## src/rtl/spm_mc_pkg.sv

```systemverilog
// spm_mc_pkg: lane state type and bit-counter sizing shared by the multiplier lanes
package spm_mc_pkg;
  typedef enum logic {IDLE, RUN} lane_state_t;
  function automatic int cnt_w(input int width);
    return $clog2(2 * width);
  endfunction
endpackage

```

## src/rtl/spm_lane.sv

```systemverilog
// spm_lane: one serial-parallel multiplier lane; ports clk, rst, start, tc, x (parallel), y (serial LSB first) -> p (serial LSB first), p_valid, busy, done
module spm_lane
  import spm_mc_pkg::*;
#(
  parameter int WIDTH = 32
) (
  input  logic             clk,
  input  logic             rst,
  input  logic             start,
  input  logic             tc,
  input  logic [WIDTH-1:0] x,
  input  logic             y,
  output logic             p,
  output logic             p_valid,
  output logic             busy,
  output logic             done
);
  localparam int CW = cnt_w(WIDTH);
  localparam logic [CW-1:0] LAST = CW'(2 * WIDTH - 1);
  localparam logic [CW-1:0] YLAST = CW'(WIDTH - 1);
  lane_state_t state;
  logic [CW-1:0] cnt;
  logic [WIDTH-1:0] xr, xs;
  logic tcr, ylast, accept, ts, yb;
  // two guard bits keep the signed running sum exact for either operand mode
  logic [WIDTH+1:0] acc, xe, sum;
  always_comb begin
    accept = start && (!busy || done);
    xs = accept ? x : xr;
    ts = accept ? tc : tcr;
    xe = {{2{ts & xs[WIDTH-1]}}, xs};
    // past the last real y bit the multiplier is extended by its sign (or 0)
    yb = (accept || cnt < YLAST) ? y : tcr & ylast;
    sum = (accept ? '0 : acc) + (yb ? xe : '0);
  end
  always_ff @(posedge clk) begin
    if (rst) begin
      state <= IDLE;
      cnt <= '0;
      xr <= '0;
      tcr <= 1'b0;
      ylast <= 1'b0;
      acc <= '0;
      p <= 1'b0;
      p_valid <= 1'b0;
      busy <= 1'b0;
      done <= 1'b0;
    end else if (accept || (state == RUN && !done)) begin
      state <= RUN;
      cnt <= accept ? '0 : cnt + 1'b1;
      if (accept) begin
        xr <= x;
        tcr <= tc;
      end
      ylast <= yb;
      acc <= {sum[WIDTH+1], sum[WIDTH+1:1]};
      p <= sum[0];
      p_valid <= 1'b1;
      busy <= 1'b1;
      done <= accept ? 1'b0 : (cnt + 1'b1 == LAST);
    end else begin
      state <= IDLE;
      cnt <= '0;
      acc <= '0;
      p <= 1'b0;
      p_valid <= 1'b0;
      busy <= 1'b0;
      done <= 1'b0;
    end
  end
endmodule

```

## src/rtl/spm_mc.sv

```systemverilog
// spm_mc: CHANNELS independent serial-parallel multiplier lanes; per-lane start, tc, x[i*WIDTH+:WIDTH], y -> p, p_valid, busy, done
module spm_mc #(
  parameter int WIDTH    = 32,
  parameter int CHANNELS = 2
) (
  input  logic                      clk,
  input  logic                      rst,
  input  logic [CHANNELS-1:0]       start,
  input  logic [CHANNELS-1:0]       tc,
  input  logic [CHANNELS*WIDTH-1:0] x,
  input  logic [CHANNELS-1:0]       y,
  output logic [CHANNELS-1:0]       p,
  output logic [CHANNELS-1:0]       p_valid,
  output logic [CHANNELS-1:0]       busy,
  output logic [CHANNELS-1:0]       done
);
  for (genvar i = 0; i < CHANNELS; i++) begin : g_lane
    spm_lane #(.WIDTH(WIDTH)) u_lane (
      .clk    (clk),
      .rst    (rst),
      .start  (start[i]),
      .tc     (tc[i]),
      .x      (x[i*WIDTH +: WIDTH]),
      .y      (y[i]),
      .p      (p[i]),
      .p_valid(p_valid[i]),
      .busy   (busy[i]),
      .done   (done[i])
    );
  end
endmodule

```

## config.mk

```make
export PLATFORM = sky130hd
export DESIGN_NAME = spm_mc
export DESIGN_NICKNAME = d
export VERILOG_FILES = /design/src/rtl/spm_mc_pkg.sv /design/src/rtl/spm_lane.sv /design/src/rtl/spm_mc.sv
export SDC_FILE = /design/constraint.sdc
export NUM_CORES = 1
export LEC_CHECK = 0
export ABC_AREA = 1
export ABC_CLOCK_PERIOD_IN_PS = 6500
export BUFFER_PORTS_ARGS = -buffer_cell sky130_fd_sc_hd__buf_2
export CAP_MARGIN = 20
export CORE_ASPECT_RATIO = 0.6
export CORE_MARGIN = 5
export CORE_UTILIZATION = 55
export DETAILED_ROUTE_END_ITERATION = 6
export GPL_ROUTABILITY_DRIVEN = 0
export PLACE_DENSITY = 0.74
export REMOVE_ABC_BUFFERS = 1
export SYNTH_ARGS = -nofsm -noshare
export SYNTH_HDL_FRONTEND = slang
export SYNTH_HIERARCHICAL = 1
export SYNTH_SLANG_ARGS = --single-unit
export TNS_END_PERCENT = 5
```

## constraint.sdc

```tcl
create_clock -name clk -period 6.5 [get_ports clk]
set_input_delay 1.625 -clock clk [delete_from_list [all_inputs] [get_ports clk]]
set_output_delay 1.625 -clock clk [all_outputs]
set_load 0.05 [all_outputs]
```

==> metrics.txt, run 1 <==
status=complete, no violations; share of cells above drive strength 1=between 10% and 20%; Avg Cell Area, Syn=~6.4 sq um; WHS Path Cells=1; post-synthesis register bit count=about 150; Final Util=approximately 63%; clock slew at reported path FFs=about 60 ps; row count=38; Placeable Area=~0.018 sq mm; Max FO, Critical Path=34; average wire per cell in the routed design=approximately 14 um; vias in the first global route=roughly 8800; CTS buffer count=17; Clk Latency, worst-skew pair=roughly 430 ps; Root Buffer Master=clkbuf_16; Vias/cell=~5; die width=~190 um; worst reg2reg path depth=19; NumNets Final=about 1800; fin. max-slew vios=0; Final period util=between 60% and 70%; Synth Flop Type=dfxtp_1; Critical R2R Capture=g_lane[0].u_lane/acc[30]$_SDFF_PP0_; Crit Reg-Reg Startpoint=g_lane[0].u_lane/done$_SDFF_PP0_; Die Span Y=116 um; Initial Util=a little under three fifths; Slowest-stage cell, CP=nand2_2; critical setup path kind=input pin to flip-flop; Sequential Power Share=between 40 and 50%; Seq/Total Area, Yosys=slightly below 30%; Post-Route Skew=12.7 ps; Post-DRT Antenna Nets=0; crit-path most repeated cell=nand2_1; clk buf depth=2; final setup vio count=0; synthesis-to-layout area growth=11.2%; number of enable flip-flop cells after synthesis=0; switching part of the total=roughly 28%; crit-path cells=buf_2 -> nand2_2 -> o21ai_0 -> nand2_1 -> o21ai_1 -> inv_2 -> nor2_1 -> ha_1 -> nand3_1 -> nand3_1 -> nand2_1 -> nand2_1 -> nand3_1 -> nand2_2 -> nand2_1 -> nand2_1 -> nand2_1 -> a21oi_1; Mapped Area=0.0102 sq mm; Tot GR Track Use=25.3%; Initial DRC Count=between 900 and 1000; ys async rst share=0%; diodes inserted=0; num ports=80; cell family with most CP delay=simple AND/OR/NAND/NOR gates; leak pwr=roughly 6.0 nW; Hold Startpoint=g_lane[0].u_lane/cnt[0]$_SDFF_PP0_; CTS sink cnt=between 150 and 200; Gate Count Post-Synth=1601; htree depth=4; CTS tree=yes; Internal=1.62 mW; final hold violations=0; R2R setup slack=2940 ps; DR DRC count=0; Tightest Pin Transition=slightly above 900 ps; P_sw=between 600 and 700 uW; port bufs=79; First-pass DRT Iterations=6; initial antenna violation count=0; Vias=approximately 9900; minimum clock period after layout=approximately 4400 ps; hold_buf cts=0; Largest stage delay, worst path=roughly 450 ps; Clock Power Share=around two fifths; largest net degree at the start of global routing=39; f_max=approximately 230 MHz; Combinational Power Share=14.7%; total setup buffers inserted after CTS=0; first-pass GRT wire length=roughly 44000 um; Yosys cell types=37; Overflow after GRT=0; VDD IR max=about 0.22 mV; Power Dens Cells=about 200 mW/mm^2; Required @ worst endpoint=slightly below 7000 ps; CP bufs+invs=2; Max Cap Viol=0; crit path DAT=4770 ps; Hold Path Sink=g_lane[0].u_lane/cnt[0]$_SDFF_PP0_; Setup WS pre-CTS=about 1700 ps; RSZ-0062 raised after global routing=no; post-cts sizing count=0; die area=0.0215 sq mm; CP Launch Type=input pin; Yosys warnings=6; relative max-transition margin=39.6%; critical path capture point type=flip-flop; Hold WC Path Type=flip-flop to flip-flop; HPWL Detailed=between 20000 and 25000 um; DRT Wirelength=between 20000 and 30000 um; Worst Setup Slack, final=~2100 ps; TNS Setup=0 ps
[registers in the layout, summed over array words and instances, names as in the netlist]
register	flops
g_lane.u_lane/acc	66
g_lane.u_lane/cnt	12
g_lane.u_lane/tcr	2
g_lane.u_lane/xr	64
g_lane.u_lane/ylast	2
g_lane.u_lane/done	2
g_lane.u_lane/p	2
g_lane.u_lane/state	2
[cells in the final DEF, fill, tap and decap left out, types with 2 or more instances in the layout]
cell,n
o21ai_0,32
or2_2,5
nor3_1,13
dfxtp_1,152
nand3b_1,2
clkinv_2,7
xor2_1,23
ha_1,70
nand2_2,21
buf_4,7
a21oi_1,105
o21ai_1,5
nor3b_2,2
nand2_1,362
a21oi_2,11
nand4_1,3
nand3_2,4
inv_2,6
nor2_1,310
nor2_2,4
o21ai_2,2
buf_2,79
clkinvlp_4,2
fa_1,2
nand3_1,60
mux2i_1,66
o21bai_1,7
inv_1,291
clkbuf_16,17
clkbuf_1,3
[worst max-delay path by stage]
stage | start | to | slack [ps] | depth (start not counted)
4_1_cts | start[0] | g_lane[0].u_lane/acc[31]$_SDFF_PP0_ | 2150 | 19
5_1_grt | start[0] | g_lane[0].u_lane/acc[31]$_SDFF_PP0_ | 1840 | 19
2_1_floorplan | start[0] | g_lane[0].u_lane/acc[31]$_SDFF_PP0_ | 2080 | 18
3_5_place_dp | start[0] | g_lane[0].u_lane/acc[31]$_SDFF_PP0_ | 1700 | 19
6_report | start[0] | g_lane[0].u_lane/acc[30]$_SDFF_PP0_ | 2080 | 18
3_3_place_gp | start[0] | g_lane[0].u_lane/acc[31]$_SDFF_PP0_ | 1810 | 19
[cell usage after synthesis (2+ instances only)]
cell type	n	area [sq um]
buf_1	5	18.8
clkbuf_1	10	37.5
nand4_1	3	18.8
ha_1	70	876
o21ai_2	2	17.5
nand3_1	60	300
inv_2	6	22.5
a21oi_1	105	526
nand2_1	362	1360
nor3_1	13	65.1
a21oi_2	11	96.3
nand3b_1	2	15.0
buf_2	17	85.1
nor3b_2	2	25.0
o21ai_1	5	25.0
o21bai_1	7	52.6
xor2_1	23	201
o21ai_0	32	160
fa_1	2	40.0
mux2i_1	66	661
dfxtp_1	152	3040
or2_2	5	31.3
nand2_2	21	131
nor2_2	4	25.0
buf_4	2	15.0
nand3_2	4	40.0
inv_1	291	1090
nor2_1	310	1160
[worst reg2reg max path, cell delays in order (launching register included)]
cell,delay (ps)
dfxtp_1,320
inv_1,70
nand2_1,60
nand2_2,460
o21ai_0,240
nand2_1,100
o21ai_1,70
inv_2,450
nor2_1,190
ha_1,340
nand3_1,110
nand3_1,150
nand2_1,90
nand2_1,160
nand3_1,170
nand2_2,170
nand2_1,90
nand2_1,70
nand2_1,70
a21oi_1,120
[logic make-up (layout without fill, tap and decap cells)]
group                    count (synthesis)  after routing  share of synthesized area (%)
multiplexers                            66             66                           6.47
XOR/XNOR                                24             24                           2.06
AO/OA/AOI/OAI                          164            164                           8.75
flip-flops                             152            152                           29.8
adder cells (fa/ha/maj)                 72             72                           8.97
buffers and inverters                  332            416                           12.5
AND/OR/NAND/NOR                        791            791                           31.5
[power by group through the flow]
stage / sequential (mW) / combinational [mW] / clock [mW]
floorplan: 1.01 / 0.217 / 0
CTS: 0.990 / 0.325 / 0.940
global route: 0.994 / 0.368 / 0.990
finish: 0.990 / 0.330 / 0.921
global placement: 1.01 / 0.315 / 0
detailed placement: 1.01 / 0.323 / 0
[cell type report]
type / count / area [sq um]
Inverter: 298 / 1120
Clock inverter: 10 / 80.1
Multi-Input combinational cell: 1117 / 5900
Sequential cell: 152 / 3040
Timing Repair Buffer: 87 / 468
Clock buffer: 21 / 450
Fill cell: 1745 / 6810
Tap cell: 240 / 300
[through the flow]
stage	area [sq um]	hold slack (ps)	total power [mW]	instances
3_3_place_gp	10800	444	1.32	1893
6_report	11400	460	2.24	1925
2_1_floorplan	10100	430	1.23	1567
5_1_grt	11400	477	2.35	1925
3_5_place_dp	10800	449	1.33	1893
4_1_cts	11300	463	2.25	1924
[per-layer routing]
layer / part of all wire, % / GRT usage, %
met5: 0 / 0
met4: 0.68 / 4.90
met3: 9.9 / 6.09
met2: 37 / 34.3
met1: 52 / 40.3
No activity file was read; power rests on OpenSTA's default activity.
==> inputs of run 2 (changes only) <==
ABC_CLOCK_PERIOD_IN_PS = 4100   (was 6500)
clock period = 4.1 ns   (was 6.5 ns; I/O delays follow)
==> run 2 against run 1 <==
Effect of this change: clock power up 79%; critical path type is now flip-flop to flip-flop; flip-flop and latch count unchanged; via count up 0.91%; largest cell class unchanged; critical path depth down 1; sequential share of layout area down 0.33 points; final area up 1.2%.
==> metrics.txt, run 2 (synthesis gave the netlist of run 1 again) <==
Tightest Pin Transition=653 ps (was 905 ps); initial antenna violation count=0 (unchanged); critical setup path kind=flip-flop to flip-flop (was input pin to flip-flop); hold_buf cts=0 (unchanged); CTS buffer count=17 (unchanged); Post-Route Skew=8.45 ps (was 12.7 ps); minimum clock period after layout=between 3000 and 4000 ps; leak pwr=6.06 nW (was 6.00 nW); Vias=9972 (was 9882); Final Util=63.3% (was 62.5%); Post-DRT Antenna Nets=0 (unchanged); RSZ-0062 raised after global routing=no (unchanged); HPWL Detailed=20400 um (was 20600 um); Overflow after GRT=0 (unchanged); crit path DAT=3880 ps (was 4770 ps); Initial Util=56.2% (unchanged); clock slew at reported path FFs=60 ps (about the same); relative max-transition margin=56.5% (was 39.6%); Required @ worst endpoint=4450 ps (was 6850 ps); final hold violations=0 (unchanged); TNS Setup=0 ps (unchanged); First-pass DRT Iterations=7 (was 6); die width=186 um (unchanged); clk buf depth=2 (unchanged); total setup buffers inserted after CTS=0 (unchanged); Final period util=a little under nine tenths; NumNets Final=1820 (was 1817); largest net degree at the start of global routing=36 (was 39); critical path capture point type=flip-flop (unchanged); Power Dens Cells=327 mW/mm^2 (was 197 mW/mm^2); vias in the first global route=8913 (was 8811); Hold WC Path Type=flip-flop to flip-flop (unchanged); f_max=between 200 and 300 MHz; htree depth=4 (unchanged); fin. max-slew vios=0 (unchanged); average wire per cell in the routed design=13.8 um (was 14.0 um); Tot GR Track Use=25.1% (was 25.3%); DR DRC count=0 (unchanged); Largest register FFs=66 (unchanged); share of cells above drive strength 1=10.6% (was 10.3%); Top reg by flops=g_lane.u_lane/acc (unchanged); CTS tree=yes (unchanged); WHS Path Cells=1 (unchanged); Die Span Y=116 um (unchanged); status=complete, no violations (unchanged); num ports=80 (unchanged); die area=0.0215 sq mm (unchanged); most common cell after layout, fill and taps aside=nand2_1 (unchanged); worst reg2reg path depth=17 (was 19); diodes inserted=0 (unchanged); Hold Slack=467 ps (was 460 ps); Initial DRC Count=1005 (was 944); first-pass GRT wire length=43500 um (was 43600 um); most frequent cells in the layout=nand2_1, nor2_1, inv_1 (unchanged); Max FO, Critical Path=29 (was 34); post-cts sizing count=0 (unchanged); synthesis-to-layout area growth=12.6% (was 11.2%); top flop regs=g_lane.u_lane/acc (66), g_lane.u_lane/xr (64), g_lane.u_lane/cnt (12) (unchanged); VDD IR max=0.265 mV (was 0.219 mV); DRT Wirelength=26700 um (was 26900 um); final setup vio count=0 (unchanged); Vias/cell=5.17 (was 5.13); Placeable Area=0.0182 sq mm (unchanged); Max Cap Viol=0 (unchanged); CP Launch Type=flip-flop (was input pin); CTS sink cnt=152 (unchanged); Root Buffer Master=clkbuf_16 (unchanged); port bufs=79 (unchanged); Clk Latency, worst-skew pair=430 ps (about the same); row count=38 (unchanged)
[run 2: cell types whose count changed in the layout (fill, tap and decap cells not counted), sizes merged]
cell and delta:
clkinvlp +1, buf +3, clkbuf -3, bufinv +3
[run 2: per-stage QoR]
| step | total power, mW | instances | worst slack, ps | cell area, sq um |
|---|---|---|---|---|
| 2_1_floorplan | 1.95 | 1567 | 156 | 10100 |
| 3_3_place_gp | 2.11 | 1896 | 382 | 10900 |
| 3_5_place_dp | 2.12 | 1896 | 319 | 10900 |
| 4_1_cts | 3.78 | 1928 | 649 | 11500 |
| 5_1_grt | 3.92 | 1929 | 321 | 11500 |
| 6_report | 3.76 | 1929 | 578 | 11500 |
[run 2: path summary, 6_finish.rpt]
check | to | slack, ps | startpoint
worst min register to register | g_lane[0].u_lane/cnt[0]$_SDFF_PP0_ | 470 | g_lane[0].u_lane/cnt[0]$_SDFF_PP0_
worst max-delay path | g_lane[1].u_lane/acc[29]$_SDFF_PP0_ | 580 | g_lane[1].u_lane/cnt[0]$_SDFF_PP0_
worst min-delay path | g_lane[0].u_lane/cnt[0]$_SDFF_PP0_ | 470 | g_lane[0].u_lane/cnt[0]$_SDFF_PP0_
worst max register to register | g_lane[1].u_lane/acc[29]$_SDFF_PP0_ | 580 | g_lane[1].u_lane/cnt[0]$_SDFF_PP0_
[run 2: power breakdown]
part / internal (mW) / switching, mW / total (mW) / leakage (nW)
Clock: 1.01 / 0.642 / 1.65 / 0.295
Combinational: 0.194 / 0.342 / 0.535 / 4.52
Sequential: 1.55 / 0.0208 / 1.57 / 1.24
Total: 2.75 / 1.00 / 3.76 / 6.06
[run 2: final cells by class]
type | instances | area, sq um
fillers | 1709 | 6670
clock inverters | 14 | 181
inverters | 298 | 1120
flip-flops and latches | 152 | 3040
well taps | 240 | 300
multi-input cells | 1117 | 5900
clock buffers | 18 | 429
repair buffers | 90 | 528
[run 2: worst max-delay path, stage by stage (launching register included)]
cell	delay, ps
dfxtp_1	380
ha_1	200
nand3_1	110
nor2_1	200
o21ai_0	150
nand2_1	80
o21ai_1	70
inv_2	480
buf_4	250
nor2_1	50
ha_1	410
inv_1	180
o21ai_0	150
a21oi_1	170
nand2_1	70
a21oi_1	230
nand3_1	120
a21oi_1	140
[run 2: routing by layer]
layer,GRT usage (%),wire length [um],up-vias
li1,-,-,5075
met4,4.32,142,0
met2,34.1,9840,401
met3,6.71,3010,14
met1,39.6,13700,4482
met5,0,0,-
==> inputs of run 3 (changes only) <==
--- a/config.mk
+++ b/config.mk
@@ -7,5 +7,5 @@
 export LEC_CHECK = 0
 export ABC_AREA = 1
-export ABC_CLOCK_PERIOD_IN_PS = 4100
+export ABC_CLOCK_PERIOD_IN_PS = 4500
 export BUFFER_PORTS_ARGS = -buffer_cell sky130_fd_sc_hd__buf_2
 export CAP_MARGIN = 20
==> constraint.sdc (replaced) <==
create_clock -name clk -period 4.5 [get_ports clk]
set_input_delay 1.125 -clock clk [delete_from_list [all_inputs] [get_ports clk]]
set_output_delay 1.125 -clock clk [all_outputs]
set_load 0.005 [all_outputs]
==> run 3 against run 2 <==
Effect of this change: via count shrank 1.4%; power shrank 10%; non-clock buffer count grew 1; flip-flop and latch count is the same; final area shrank 0.49%; critical path type is now input pin to flip-flop; global-route usage grew 0.77 points; sequential power shrank 9%; clock-buffer cell count grew 1; wire length grew 1.8%; clock skew grew 1.8 ps; register-to-register slack gained 440 ps; largest power group unchanged.
==> metrics.txt, run 3 (synthesis gave the netlist of run 1 again) <==
status=complete, no violations (unchanged); VDD IR max=0.263 mV (was 0.265 mV); Die Span Y=116 um (unchanged); first-pass GRT wire length=44500 um (was 43500 um); Internal=2.46 mW (was 2.75 mW); P_sw=910 uW (was 1.00 mW); Initial DRC Count=968 (was 1005); Tightest Pin Transition=890 ps (was 653 ps); Required @ worst endpoint=4830 ps (was 4450 ps); CTS sink cnt=152 (unchanged); top flop regs=g_lane.u_lane/acc (66), g_lane.u_lane/xr (64), g_lane.u_lane/cnt (12) (unchanged); die area=0.0215 sq mm (unchanged); critical path capture point type=flip-flop (unchanged); Largest stage delay, worst path=410 ps (was 480 ps); TNS Setup=0 ps (unchanged); NumNets Final=1821 (was 1820); average wire per cell in the routed design=14.1 um (was 13.8 um); post-cts sizing count=0 (unchanged); DRT Wirelength=27200 um (was 26700 um); htree depth=4 (unchanged); relative max-transition margin=40.6% (was 56.5%); minimum clock period after layout=around 3600 ps; Vias=9832 (was 9972); Root Buffer Master=clkbuf_16 (unchanged); Post-DRT Antenna Nets=0 (unchanged); Initial Util=56.2% (unchanged); vias in the first global route=9009 (was 8913); fillcell total=1723 (was 1709); Post-Route Skew=10.3 ps (was 8.45 ps); Vias/cell=5.09 (was 5.17); share of cells above drive strength 1=10.7% (was 10.6%); critical setup path kind=input pin to flip-flop (was flip-flop to flip-flop); Final Util=63.0% (was 63.3%); Hold WC Path Type=flip-flop to flip-flop (unchanged); fin. max-slew vios=0 (unchanged); First-pass DRT Iterations=6 (was 7); CP Launch Type=input pin (was flip-flop); clock slew at reported path FFs=60 ps (about the same); HPWL Detailed=20900 um (was 20400 um); leak pwr=6.04 nW (was 6.06 nW); Combinational Power Share=13.9% (was 14.2%); switching part of the total=27.0% (was 26.7%); final setup vio count=0 (unchanged); die width=186 um (unchanged); crit path DAT=3900 ps (was 3880 ps); Max Cap Viol=0 (unchanged); final hold violations=0 (unchanged); Tot GR Track Use=25.8% (was 25.1%); initial antenna violation count=0 (unchanged); synthesis-to-layout area growth=12.0% (was 12.6%); num ports=80 (unchanged); hold_buf cts=0 (unchanged); Clock Power Share=43.7% (was 44.0%); total setup buffers inserted after CTS=0 (unchanged); Hold Slack=464 ps (was 467 ps); CTS tree=yes (unchanged); Placeable Area=0.0182 sq mm (unchanged); CTS buffer count=17 (unchanged); crit-path cells=buf_2 -> nand2_2 -> o21ai_0 -> nand2_1 -> o21ai_1 -> inv_2 -> buf_4 -> nor2_1 -> ha_1 -> nand2_1 -> nor2_1 -> inv_1 -> nor4_1 -> nand2_1 -> nand2_1 -> nand2_1 -> nand2_1 -> nor2_1 (was ha_1 -> nand3_1 -> nor2_1 -> o21ai_0 -> nand2_1 -> o21ai_1 -> inv_2 -> buf_4 -> nor2_1 -> ha_1 -> inv_1 -> o21ai_0 -> a21oi_1 -> nand2_1 -> a21oi_1 -> nand3_1 -> a21oi_1); diodes inserted=0 (unchanged); Max FO, Critical Path=27 (was 29); largest net degree at the start of global routing=36 (unchanged); Top reg by flops=g_lane.u_lane/acc (unchanged); Largest register FFs=66 (unchanged); Overflow after GRT=0 (unchanged); DR DRC count=0 (unchanged); row count=38 (unchanged); most frequent cells in the layout=nand2_1, nor2_1, inv_1 (unchanged); Sequential Power Share=42.4% (was 41.8%); Power Dens Cells=295 mW/mm^2 (was 327 mW/mm^2); port bufs=79 (unchanged); RSZ-0062 raised after global routing=no (unchanged); clk buf depth=2 (unchanged); Slowest-stage cell, CP=ha_1 (was inv_2); Final period util=between 70 and 80%; f_max=roughly 280 MHz; Clk Latency, worst-skew pair=440 ps (was 430 ps); crit-path most repeated cell=nand2_1 (was a21oi_1); most common cell after layout, fill and taps aside=nand2_1 (unchanged)
run 3: worst paths after layout:
check / startpoint / end / slack, ps / depth (start not counted)
max: start[0] / g_lane[0].u_lane/acc[32]$_SDFF_PP0_ / 930 / 18
min: g_lane[1].u_lane/cnt[0]$_SDFF_PP0_ / g_lane[1].u_lane/cnt[0]$_SDFF_PP0_ / 460 / 1
max reg2reg: g_lane[1].u_lane/cnt[0]$_SDFF_PP0_ / g_lane[1].u_lane/acc[28]$_SDFF_PP0_ / 1020 / 18
min reg2reg: g_lane[1].u_lane/cnt[0]$_SDFF_PP0_ / g_lane[1].u_lane/cnt[0]$_SDFF_PP0_ / 460 / 1
run 3: critical path: cells and delay by family:
family | cells | cell delay [ps]
AND/OR/NAND/NOR | 11 | 1270
buffers and inverters | 4 | 850
adder cells (fa/ha/maj) | 1 | 410
AO/OA/AOI/OAI | 2 | 260
run 3: through the flow:
| stage | instances | cell area, sq um | total power, mW | setup WS (ps) |
|---|---|---|---|---|
| global route | 1930 | 11400 | 3.51 | 661 |
| floorplan | 1567 | 10100 | 1.77 | 579 |
| finish | 1930 | 11400 | 3.37 | 927 |
| global placement | 1898 | 10800 | 1.91 | 668 |
| detailed placement | 1898 | 10800 | 1.92 | 573 |
| CTS | 1930 | 11400 | 3.39 | 1020 |
run 3: power by group through the flow:
stage                     clock network (mW)  logic, mW  registers, mW
after floorplan                            0      0.313           1.45
after global placement                     0      0.451           1.46
after detailed placement                   0      0.459           1.46
after CTS                               1.50      0.463           1.43
after global routing                    1.55      0.525           1.44
final                                   1.48      0.468           1.43
run 3: area by class of cell:
class	count	area [sq um]	area share [%]
Multi-Input combinational cell	1117	5900	51.5
Clock inverter	13	154	1.35
Inverter	298	1120	9.78
Timing Repair Buffer	91	485	4.24
Tap cell	240	300	2.62
Clock buffer	19	443	3.87
Sequential cell	152	3040	26.6
run 3: per-layer routing:
metal	wire [um]	GRT usage, %	share of wire, %
met1	14100	40.0	52
met5	0	0	0
met2	9880	35.1	36
met4	248	5.14	0.91
met3	3010	7.81	11
